### src/rtl/if_fetch_pair.sv
// if_fetch_pair: two-wide fetch stage, one aligned 64-bit request in flight, pair written to the IB.
// Optional perf counters are built only when FETCH_PERF_EN is defined.
package if_fetch_pair_pkg;
  typedef struct packed {
    logic        valid;
    logic [31:0] inst;
    logic [31:0] PC;
    logic [31:0] NPC;
  } IF_IB_PACKET;
endpackage

module if_fetch_pair
  import if_fetch_pair_pkg::*;
#(
  parameter logic [31:0] RESET_PC = 32'h0
) (
  input  logic        clock,
  input  logic        reset,
  input  logic        squash,
  input  logic [31:0] squash_pc,
  input  logic        ib_full,
  output logic        mem_req_valid,
  output logic [31:0] mem_req_addr,
  input  logic        mem_req_ready,
  input  logic        mem_resp_valid,
  input  logic [63:0] mem_resp_data,
  output IF_IB_PACKET if_ib_packet [0:1],
  output logic [31:0] perf_fetch_cnt,
  output logic [31:0] perf_drop_cnt
);
  localparam int unsigned XLEN = 32;
  localparam int unsigned DLEN = 64;

  typedef enum logic [1:0] {S_REQ, S_WAIT, S_DROP, S_HOLD} state_e;

  state_e            state_q, state_d;
  logic [XLEN-1:0]   pc_q, pc_d;
  logic [DLEN-1:0]   hold_q, hold_d;
  IF_IB_PACKET       pkt_q [0:1];
  IF_IB_PACKET       pkt_d [0:1];
  logic              req_valid_q, req_valid_d;
  logic              load_resp_c, load_hold_c, capture_c, deliver_c;
  logic [DLEN-1:0]   src_data_c;
  logic [XLEN-1:0]   base_c;

  always_ff @(posedge clock or posedge reset) begin
    if (reset) state_q <= S_REQ;
    else       state_q <= state_d;
  end

  // Squash wins; a request already accepted leaves a response that must be drained in DROP.
  always_comb begin
    state_d = state_q;
    case (state_q)
      S_REQ: begin
        if (mem_req_ready) state_d = squash ? S_DROP : S_WAIT;
      end
      S_WAIT: begin
        if (squash)              state_d = mem_resp_valid ? S_REQ : S_DROP;
        else if (mem_resp_valid) state_d = ib_full ? S_HOLD : S_REQ;
      end
      S_HOLD: begin
        if (squash || !ib_full) state_d = S_REQ;
      end
      S_DROP: begin
        if (mem_resp_valid) state_d = S_REQ;
      end
      default: state_d = S_REQ;
    endcase
  end

  always_comb begin
    load_resp_c = 1'b0;
    load_hold_c = 1'b0;
    capture_c   = 1'b0;
    case (state_q)
      S_WAIT: begin
        load_resp_c = !squash && mem_resp_valid && !ib_full;
        capture_c   = !squash && mem_resp_valid && ib_full;
      end
      S_HOLD:  load_hold_c = !squash && !ib_full;
      default: ;
    endcase
  end

  // Pair formation from the fetch PC and either the live response or the held doubleword.
  always_comb begin
    deliver_c   = load_resp_c || load_hold_c;
    src_data_c  = load_hold_c ? hold_q : mem_resp_data;
    base_c      = {pc_q[XLEN-1:3], 3'b000};
    pc_d        = pc_q;
    hold_d      = capture_c ? mem_resp_data : hold_q;
    pkt_d[0]    = pkt_q[0];
    pkt_d[1]    = pkt_q[1];
    pkt_d[0].valid = 1'b0;
    pkt_d[1].valid = 1'b0;
    if (deliver_c) begin
      pkt_d[0].valid = 1'b1;
      pkt_d[0].inst  = pc_q[2] ? src_data_c[63:32] : src_data_c[31:0];
      pkt_d[0].PC    = pc_q;
      pkt_d[0].NPC   = pc_q + 32'd4;
      if (pc_q[2]) begin
        pkt_d[1] = '0;
      end else begin
        pkt_d[1].valid = 1'b1;
        pkt_d[1].inst  = src_data_c[63:32];
        pkt_d[1].PC    = pc_q + 32'd4;
        pkt_d[1].NPC   = pc_q + 32'd8;
      end
      pc_d = base_c + 32'd8;
    end
    if (squash) pc_d = squash_pc;
    req_valid_d = (state_d == S_REQ);
  end

  always_ff @(posedge clock or posedge reset) begin
    if (reset) begin
      pc_q        <= RESET_PC;
      hold_q      <= '0;
      pkt_q[0]    <= '0;
      pkt_q[1]    <= '0;
      req_valid_q <= 1'b1;
    end else begin
      pc_q        <= pc_d;
      hold_q      <= hold_d;
      pkt_q[0]    <= pkt_d[0];
      pkt_q[1]    <= pkt_d[1];
      req_valid_q <= req_valid_d;
    end
  end

  assign mem_req_valid   = req_valid_q;
  assign mem_req_addr    = {pc_q[XLEN-1:3], 3'b000};
  assign if_ib_packet[0] = pkt_q[0];
  assign if_ib_packet[1] = pkt_q[1];

`ifdef FETCH_PERF_EN
  logic            drop_c;
  logic [XLEN-1:0] fetch_cnt_q, fetch_cnt_d, drop_cnt_q, drop_cnt_d;

  // A drop is any response or held doubleword discarded because of a squash.
  always_comb begin
    drop_c = 1'b0;
    case (state_q)
      S_WAIT:  drop_c = squash && mem_resp_valid;
      S_HOLD:  drop_c = squash;
      S_DROP:  drop_c = mem_resp_valid;
      default: drop_c = 1'b0;
    endcase
    fetch_cnt_d = fetch_cnt_q + XLEN'(deliver_c);
    drop_cnt_d  = drop_cnt_q + XLEN'(drop_c);
  end

  always_ff @(posedge clock or posedge reset) begin
    if (reset) begin
      fetch_cnt_q <= '0;
      drop_cnt_q  <= '0;
    end else begin
      fetch_cnt_q <= fetch_cnt_d;
      drop_cnt_q  <= drop_cnt_d;
    end
  end

  assign perf_fetch_cnt = fetch_cnt_q;
  assign perf_drop_cnt  = drop_cnt_q;
`else
  assign perf_fetch_cnt = '0;
  assign perf_drop_cnt  = '0;
`endif

endmodule

### config.mk
export PLATFORM = sky130hd
export DESIGN_NAME = if_fetch_pair
export DESIGN_NICKNAME = d
export VERILOG_FILES = /design/src/rtl/if_fetch_pair.sv
export SDC_FILE = /design/constraint.sdc
export NUM_CORES = 1
export LEC_CHECK = 0
export ABC_AREA = 1
export CAP_MARGIN = 15
export CORE_ASPECT_RATIO = 1.5
export CORE_MARGIN = 8
export CORE_UTILIZATION = 48
export CTS_CLUSTER_DIAMETER = 100
export CTS_CLUSTER_SIZE = 30
export DETAILED_ROUTE_END_ITERATION = 10
export HOLD_SLACK_MARGIN = 0.02
export PLACE_DENSITY = 0.87
export SYNTH_ARGS = -nofsm -noshare
export SYNTH_HDL_FRONTEND = slang
export SYNTH_SLANG_ARGS = --single-unit
### constraint.sdc
create_clock -name clock -period 12.3 [get_ports clock]
set_input_delay 2.46 -clock clock [delete_from_list [all_inputs] [get_ports clock]]
set_output_delay 2.46 -clock clock [all_outputs]
set_load 0.1 [all_outputs]
After elaboration in Yosys (flattened, before gate mapping) --
Cells that the tools add are included. Widths: inputs -> output; s select.
Operators by class: add/subtract/negate cells 3, equal/unequal tests 3, multiplexer cells 18, reductions and logical operators 11
Operators by type and width (count):
- $mux 194 | 1
- $mux 97 | 1
- $mux 32 | 3
- $add 32x4->32 const B | 2
- $mux 64 | 1
- $add 32x3->32 const B | 1
- $mux 2 | 8
- $pmux 2 s4 | 1
- $eq 2x2->1 const B | 2
- $logic_and 1x1->1 | 4
- $logic_not 2->1 | 2
- $mux 1 | 3
- $eq 2x1->1 const B | 1
- $logic_not 1->1 | 2
- $logic_or 1x1->1 | 2
- $reduce_bool 2->1 | 1
Word-level totals: register bits after elaboration 293, bits of input ports 102, output and inout bits 291

Longest topological paths before layout --
Gate-level depths: netlist of run 1.
word-level depth 7, mapped depth 10

Worst setup path after synthesis of run 1 --
OpenSTA, ideal clock, no wires.
path kind flip-flop to output port, from register pkt_q (netlist bit if_ib_packet[129]), to output if_ib_packet[129] (netlist name), arrival 1.340 ns, data required time 9.840 ns, path slack 8.500 ns, cell stages (with the launch flop) 2, buffers on the path 1, cell sequence dfrtp_1 > buf_4
RTL lines:
- from (decl) | line 39 | IF_IB_PACKET pkt_q [0:1];
- to (decl) | line 27 | output IF_IB_PACKET if_ib_packet [0:1],
No word-level cell between the ends.

Final worst setup path of run 1 --
from input squash, to register pkt_q (netlist bit if_ib_packet[124])
On the way: cells in the longest elaborated chain, start to end 5
RTL lines:
- from (decl) | line 19 | input logic squash,
- $logic_not 1->1 (*) | line 78, 81
- $logic_and 1x1->1 (2 in a row) | line 78 | load_resp_c = !squash && mem_resp_valid && !ib_full;
- $mux 1 | line 76 | case (state_q)
- $logic_or 1x1->1 (*) | line 88 | deliver_c = load_resp_c || load_hold_c;
Every way passes the cells marked *; elsewhere a longest branch is shown, timed or not. A chain may end at the register's enable or synchronous reset.

==> results of run 1 <==
## path summary, 6_finish.rpt
kind	startpoint	to	slack, ns	cells after the start
hold reg to reg	if_ib_packet[150]$_DFFE_PP0P_	if_ib_packet[150]$_DFFE_PP0P_	0.49	2
setup reg to reg	state_q[1]$_DFF_PP0_	if_ib_packet[124]$_DFFE_PP0P_	8.94	8
setup / recovery	squash	if_ib_packet[124]$_DFFE_PP0P_	6.52	11
max in group asynchronous	reset	if_ib_packet[148]$_DFFE_PP0P_	7.28	4
min in group asynchronous	reset	hold_q[24]$_DFFE_PP0P_	2.50	2
hold / removal	if_ib_packet[150]$_DFFE_PP0P_	if_ib_packet[150]$_DFFE_PP0P_	0.49	2
## final cells by class
class | count | area, um^2
Antenna cell | 2 | 5.00
Timing Repair Buffer | 332 | 3300
Clock buffer | 16 | 337
Multi-Input combinational cell | 1113 | 5000
Inverter | 129 | 499
Fill cell | 2329 | 11100
Sequential cell | 287 | 7180
Clock inverter | 1 | 16.3
Tap cell | 346 | 433
## synthesized netlist by cell type, types with 5 or more instances
library cell,n
o21ai_1,8
a22oi_1,8
o211ai_1,10
buf_2,31
a21oi_1,5
nand2_1,600
buf_1,5
o21ai_0,191
inv_1,125
clkbuf_1,39
nor2_1,54
buf_4,108
dfrtp_1,286
a22o_1,36
nand3_1,97
xor2_1,15
## sequential cells by signal, summed over array words and instances, names as in the netlist
name	cells
state_q	2
hold_q	64
mem_req_valid	1
pc_q	32
if_ib_packet	188
## per-stage QoR
| step | hold WS (ns) | instance area, um^2 | std cells | worst slack [ns] |
|---|---|---|---|---|
| 6_report | 0.488 | 16800 | 2226 | 6.52 |
| 5_1_grt | 0.509 | 16800 | 2226 | 6.34 |
| 4_1_cts | 0.489 | 16800 | 2224 | 6.57 |
| 3_5_place_dp | 0.462 | 16400 | 2207 | 6.04 |
| 3_3_place_gp | 0.453 | 16400 | 2207 | 6.20 |
| 2_1_floorplan | 0.464 | 13800 | 1713 | 1.92 |
## cell families (layout without fill, tap and decap cells)
kind of cell / after synthesis / in the layout
adders and majority gates: 4 / 4
buffers and inverters: 313 / 478
DFF: 287 / 287
AOI/OAI and AO/OA: 266 / 266
xor gates and xnor gates: 16 / 16
other: 1 / 70
and+or+nand+nor: 759 / 759
## layer usage
metal | vias to the layer above | wire length (um)
met5 | - | 0
met1 | 5627 | 14600
met4 | 0 | 3120
met3 | 170 | 3140
li1 | 5499 | -
met2 | 616 | 20100
## critical path: cells and delay by family
kind / cells / cell delay (ns)
AND/OR/NAND/NOR: 5 / 1.20
buffers and inverters: 6 / 2.45
==> summary.txt, run 1 <==
status: finished, final reports clean
Area contributors post-synth: dfrtp_1 (53%), nand2_1 (17%), o21ai_0 (7.1%)
Util after Layout: 60.2%
Total Die Area: 34000 um^2
met2 usage: 40.3%
CTS root buffer: clkbuf_16
Slew HR: 24.4%
Hold Crit Class: register to register
multiplexer share of the synthesized area: 0%
synthesis-to-finish area growth: 23.8%
Slew @ Worst Pin: 1.13 ns
post-cts resize count: 0
DRT Pass-1 Iters: 6
maximum buffer depth of the clock tree: 3
Post-Synth XOR/XNOR Area: 1.03%
TritonCTS clock tree: yes
Synth Flop Type: dfrtp_1
post-CTS setup buffer count: 0
CTS buffer count: 13
Gate Count Post-Synth: 1646
global routing's busiest layer: met2
synthesized cell area: 13500 um^2
slowest CP cell: buf_4
worst path cell trace: clkdlybuf4s50_1 > buf_4 > nor2_2 > inv_2 > nor2_8 > buf_4 > nand2_2 > clkinv_2 > buf_4 > nand2_1 > nand3_1
sequential fraction of the synthesis area: 53.0%
DR WL/cell: 18.4 um
maximum number of pins on one net before global-route repair: 130
DR DRC count: 0
count of input and output buffers: 324
CP max FO: 85
Most Frequent Cell on Critical Path: buf_4
CTS clk-pin slew, worst paths: 0.11 ns
Final Critical Period: 5.78 ns
Adder-Cell Fraction of Synth Area: 0.369%
unique cell type count in the Yosys netlist: 33
most common cell after layout, fill and taps aside: nand2_1
max-slew violation count: 0
Max Cap Viol: 0
Mean Syn Cell Area: 8.23 um^2
Arrival @ worst endpoint: 6.21 ns
CP startpoint kind: input port
cts hold-fix bufs: 0
Yosys Warn Count: 0
synthesized flop and latch total: 287
GRT met3 Usage: 5.17%
via count: 11900
gr ovfl total: 0
Yosys top cell area share: 52.8%
clock sinks: 287
WP data required: 12.73 ns
Post-DP HPWL: 29700 um
Async SR Flop Fraction: 100%
endpoint class of the critical path: register
post-route ant nets: 0
Starting DRT DRC Count: 843
Setup Skew: 0.0209 ns
commonest non-fill, non-tap cells in the layout: nand2_1 (599), clkdlybuf4s50_1 (324), dfrtp_1 (286)
fmax: 173 MHz
largest family of logic cells by synthesized area: simple AND/OR/NAND/NOR gates
vias in the first global route: 12300
dominant cell type by area after synthesis: dfrtp_1
die extent in x: 153 um
final setup vio count: 0
H-tree levels: 1
Starting Density: 48.6%
fraction of layout instances using a drive strength above 1: 1.97%
crit share post-route: 47.0%
I/O Pins: 393
placer congestion estimate: 0.911
core area: 27900 um^2
initial antenna violation count: 2
final hold violations: 0
first-pass GRT wire length: 65100 um
Compound-Gate Fraction of Synth Area: 11.3%
Skew-Pair Late Insertion Delay: 0.49 ns
WL final: 40900 um
Site Rows: 75
die height: 222 um
routed vias/inst: 5.35
Crit path largest cell delay: 0.76 ns
EDFF count, synth: 0
Final #Nets: 1982
RSZ-0062 raised after global routing: false
met1 usage: 25.8%
gr usage total: 23.6%
setup TNS: 0 ns
CP Class: input port to register
Post-Synth Simple-Gate Area: 22.2%
Power of run 1 is left out: the tool's default activity adds up to more than one toggle a clock period on the data nets, which glitch-free logic cannot reach.
==> run 2: changes to the inputs <==
==> constraint.sdc (replaced) <==
create_clock -name clock -period 5.9 [get_ports clock]
set_input_delay 1.18 -clock clock [delete_from_list [all_inputs] [get_ports clock]]
set_output_delay 1.18 -clock clock [all_outputs]
set_load 0.1 [all_outputs]
==> run 2 against run 1 <==
Net effect:
- routed wire length rose by 0.32%
- utilization rose by 0.15 points
- flip-flop and latch count did not move
- clock-buffer cell count did not move
- sequential share of layout area fell by 0.11 points
- worst setup slack got worse by 4.4 ns
- via count rose by 0.11%
- register-to-register slack got worse by 6.2 ns
- die area did not move
- design area rose by 0.25%
==> summary.txt, run 2 (synthesized netlist as in run 1, its figures left out) <==
worst path cell trace: clkdlybuf4s50_1 > o21ai_2 > nor2_8 > nand2_2 > clkinv_2 > buf_4 > a22oi_1 > o21ai_0
die extent in x: 153 um
post-CTS setup buffer count: 0
Final #Nets: 1985
Starting DRT DRC Count: 873
final setup vio count: 0
maximum number of pins on one net before global-route repair: 153
number of flip-flops under the largest register name: 188
Setup WS post-layout: 2.15 ns
RSZ-0062 raised after global routing: false
gr ovfl total: 0
H-tree levels: 1
max-slew violation count: 0
final hold violations: 0
clock sinks: 287
Slew HR: 27.7%
CP Class: input port to register
fraction of layout instances using a drive strength above 1: 2.13%
Arrival @ worst endpoint: 4.11 ns
Filler cells: 2361
WL final: 41000 um
cts hold-fix bufs: 0
fmax: 267 MHz
post-route ant nets: 0
core area: 27900 um^2
WP data required: 6.26 ns
CP Buf/Inv Count: 3
die height: 222 um
Slew @ Worst Pin: 1.08 ns
vias in the first global route: 12100
status: finished, final reports clean
CTS root buffer: clkbuf_16
most common cell after layout, fill and taps aside: nand2_1
I/O Pins: 393
placer congestion estimate: 0.900
first-pass GRT wire length: 65300 um
count of input and output buffers: 324
setup TNS: 0 ns
CP delay by family, top: buffers and inverters
Starting Density: 48.6%
Site Rows: 75
DRT Pass-1 Iters: 6
Total Die Area: 34000 um^2
Setup Skew: 0.0273 ns
CTS clk-pin slew, worst paths: 0.12 ns
Hold Crit Class: register to register
DR WL/cell: 18.4 um
pre-CTS setup slack: 1.68 ns
CTS buffer count: 13
initial antenna violation count: 1
Post-DP HPWL: 29700 um
gr usage total: 23.7%
crit share post-route: 63.6%
hold_ws: 0.488 ns
post-cts resize count: 0
Util after Layout: 60.3%
Max Cap Viol: 0
Final Critical Period: 3.75 ns
TritonCTS clock tree: yes
Skew-Pair Late Insertion Delay: 0.49 ns
synthesis-to-finish area growth: 24.1%
maximum buffer depth of the clock tree: 3
routed vias/inst: 5.35
commonest non-fill, non-tap cells in the layout: nand2_1 (599), clkdlybuf4s50_1 (324), dfrtp_1 (286)
slowest CP cell: clkinv_2
DR DRC count: 0
endpoint class of the critical path: register
via count: 11900
CP startpoint kind: input port
CP max FO: 50
Crit path largest cell delay: 0.78 ns
run 2: cell count changes in the layout (fill, tap and decap cells not counted), sizes merged:
cell | previous run | this run
inv | 127 | 126
diode | 2 | 1
clkinvlp | 0 | 1
buf | 8 | 11
run 2: final timing paths:
check	start	end	slack, ns	cells past startpoint
worst min-delay path	if_ib_packet[3]$_DFFE_PP0P_	if_ib_packet[3]$_DFFE_PP0P_	0.49	2
max in group asynchronous	reset	hold_q[55]$_DFFE_PP0P_	3.95	3
worst min register to register	if_ib_packet[3]$_DFFE_PP0P_	if_ib_packet[3]$_DFFE_PP0P_	0.49	2
min in group asynchronous	reset	if_ib_packet[121]$_DFFE_PP0P_	1.22	3
worst max-delay path	mem_resp_valid	if_ib_packet[114]$_DFFE_PP0P_	2.15	8
worst max register to register	pc_q[2]$_DFFE_PP0P_	if_ib_packet[114]$_DFFE_PP0P_	2.75	6
run 2: worst min-delay path: cells and delay by family, from the launching register on:
| kind | cells | cell delay, ns |
|---|---|---|
| DFF | 1 | 0.36 |
| and+or+nand+nor | 2 | 0.09 |
run 2: through the flow:
step,cells,cell area [um^2]
2_1_floorplan,1713,13800
3_3_place_gp,2210,16500
3_5_place_dp,2210,16500
4_1_cts,2227,16800
5_1_grt,2228,16800
6_report,2228,16800
run 2: final cells by class:
cell class | instances | area (um^2) | share of cell area (%)
Clock inverter | 1 | 16.3 | 0.0967
Clock buffer | 16 | 337 | 2.00
Tap cell | 346 | 433 | 2.57
Antenna cell | 1 | 2.50 | 0.0149
Sequential cell | 287 | 7180 | 42.7
Multi-Input combinational cell | 1113 | 5000 | 29.7
Inverter | 129 | 495 | 2.95
Timing Repair Buffer | 335 | 3350 | 19.9
run 2: metal layers:
| layer | GRT usage (%) | wire, um | vias up |
|---|---|---|---|
| li1 | - | - | 5495 |
| met2 | 40.8 | 20600 | 568 |
| met4 | 15.3 | 2740 | 0 |
| met1 | 26.5 | 14800 | 5725 |
| met3 | 4.23 | 2860 | 137 |
| met5 | 0 | 0 | - |
Power of run 2 is left out for the same reason.
==> run 3: changes to the inputs <==
--- a/config.mk
+++ b/config.mk
@@ -9,12 +9,12 @@
 export CAP_MARGIN = 15
 export CORE_ASPECT_RATIO = 1.5
 export CORE_MARGIN = 8
-export CORE_UTILIZATION = 48
+export CORE_UTILIZATION = 43
 export CTS_CLUSTER_DIAMETER = 100
 export CTS_CLUSTER_SIZE = 30
 export DETAILED_ROUTE_END_ITERATION = 10
 export HOLD_SLACK_MARGIN = 0.02
-export PLACE_DENSITY = 0.87
+export PLACE_DENSITY = 0.82
 export SYNTH_ARGS = -nofsm -noshare
 export SYNTH_HDL_FRONTEND = slang
 export SYNTH_SLANG_ARGS = --single-unit
==> constraint.sdc (replaced) <==
create_clock -name clock -period 3.1 [get_ports clock]
set_input_delay 0.62 -clock clock [delete_from_list [all_inputs] [get_ports clock]]
set_output_delay 0.62 -clock clock [all_outputs]
set_load 0.1 [all_outputs]
==> run 3 against run 2 <==
Net effect:
- clock-buffer cell count did not move
- worst setup slack worse by 1.4 ns
- flip-flop and latch count stayed put
- via count about the same
- sequential share of layout area is 0.58 points higher
- routed wire length rose by 1.4%
==> summary.txt, run 3 (synthesized netlist as in run 1, its figures left out) <==
status: finished, final reports clean
Setup WS post-layout: 0.755 ns
DRT Pass-1 Iters: 6
maximum number of pins on one net before global-route repair: 129
Filler cells: 2819
TritonCTS clock tree: yes
CTS root buffer: clkbuf_16
RSZ-0062 raised after global routing: false
DR WL/cell: 18.0 um
number of flip-flops under the largest register name: 188
I/O Pins: 393
post-route ant nets: 0
Starting Density: 43.7%
vias in the first global route: 12000
Max Cap Viol: 0
Util after Layout: 53.4%
Starting DRT DRC Count: 722
Hold Crit Class: input port to asynchronous set/reset pin
commonest non-fill, non-tap cells in the layout: nand2_1 (599), dfrtp_1 (286), buf_4 (245)
Skew-Pair Late Insertion Delay: 0.50 ns
placer congestion estimate: 0.926
count of input and output buffers: 324
post-cts resize count: 0
Slew HR: 54.6%
via count: 11900
max-slew violation count: 0
crit share post-route: 75.6%
Setup Skew: 0.0217 ns
H-tree levels: 1
Slew @ Worst Pin: 0.682 ns
CP Class: input port to register
Site Rows: 79
fmax: 426 MHz
synthesis-to-finish area growth: 22.4%
WP data required: 3.55 ns
fraction of layout instances using a drive strength above 1: 14.9%
DR DRC count: 0
die extent in x: 161 um
final setup vio count: 0
gr usage total: 21.5%
gr ovfl total: 0
cts hold-fix bufs: 0
core area: 31000 um^2
most common cell after layout, fill and taps aside: nand2_1
WL final: 41600 um
register area: 7180 um^2
CP startpoint kind: input port
CTS buffer count: 13
footprint of the multi-input gates: 5000 um^2
pre-CTS setup slack: 0.289 ns
placed cell count: 2290
CP max FO: 19
Arrival @ worst endpoint: 2.79 ns
Post-DP HPWL: 31300 um
first-pass GRT wire length: 65400 um
maximum buffer depth of the clock tree: 3
Final #Nets: 2006
routed vias/inst: 5.17
post-CTS setup buffer count: 0
endpoint class of the critical path: register
initial antenna violation count: 1
clock sinks: 287
die height: 233 um
Final Critical Period: 2.34 ns
Total Die Area: 37600 um^2
Finished Layout Cells: 2308
final hold violations: 0
r2r setup slk: 0.78 ns
CTS clk-pin slew, worst paths: 0.11 ns
## run 3: area by class of cell
cell class	instances	area share (%)
diodes	1	0.0151
multi-input cells	1113	30.1
clock inverters	1	0.0981
flip-flops and latches	287	43.3
well taps	405	3.05
clock buffers	16	2.03
inverters	129	2.99
repair buffers	356	18.4
## run 3: metal layers
metal | share of wire [%] | GRT usage (%) | up-vias
met1 | 36 | 24.0 | 5674
met3 | 6.7 | 4.05 | 138
met5 | 0 | 0 | -
li1 | - | - | 5541
met2 | 51 | 37.5 | 570
met4 | 6.2 | 13.3 | 0
## run 3: final timing paths
check,depth (start not counted),start,end
hold reg to reg,2,if_ib_packet[100]$_DFFE_PP0P_,if_ib_packet[100]$_DFFE_PP0P_
hold / removal,2,reset,if_ib_packet[125]$_DFFE_PP0P_
setup / recovery,8,mem_resp_valid,pc_q[23]$_DFFE_PP0P_
max in group asynchronous,3,reset,hold_q[51]$_DFFE_PP0P_
setup reg to reg,8,pc_q[3]$_DFFE_PP0P_,if_ib_packet[15]$_DFFE_PP0P_
min in group clock,2,if_ib_packet[100]$_DFFE_PP0P_,if_ib_packet[100]$_DFFE_PP0P_
## run 3: worst max-delay path, stage by stage
cell,delay [ns]
clkdlybuf4s50_1,0.49
o21ai_2,0.26
nor2_8,0.11
nor2_4,0.47
inv_1,0.43
o21ai_0,0.26
inv_1,0.06
nand2_1,0.07
## run 3: metrics by stage
stage	hold slack (ns)	TNS [ns]	instance area, um^2
after floorplan	0.464	-379.09	13800
after global placement	0.457	0	16200
after detailed placement	0.464	0	16200
after CTS	0.390	0	16600
after global routing	0.416	0	16600
final	0.412	0	16600
Power of run 3 is left out for the same reason.
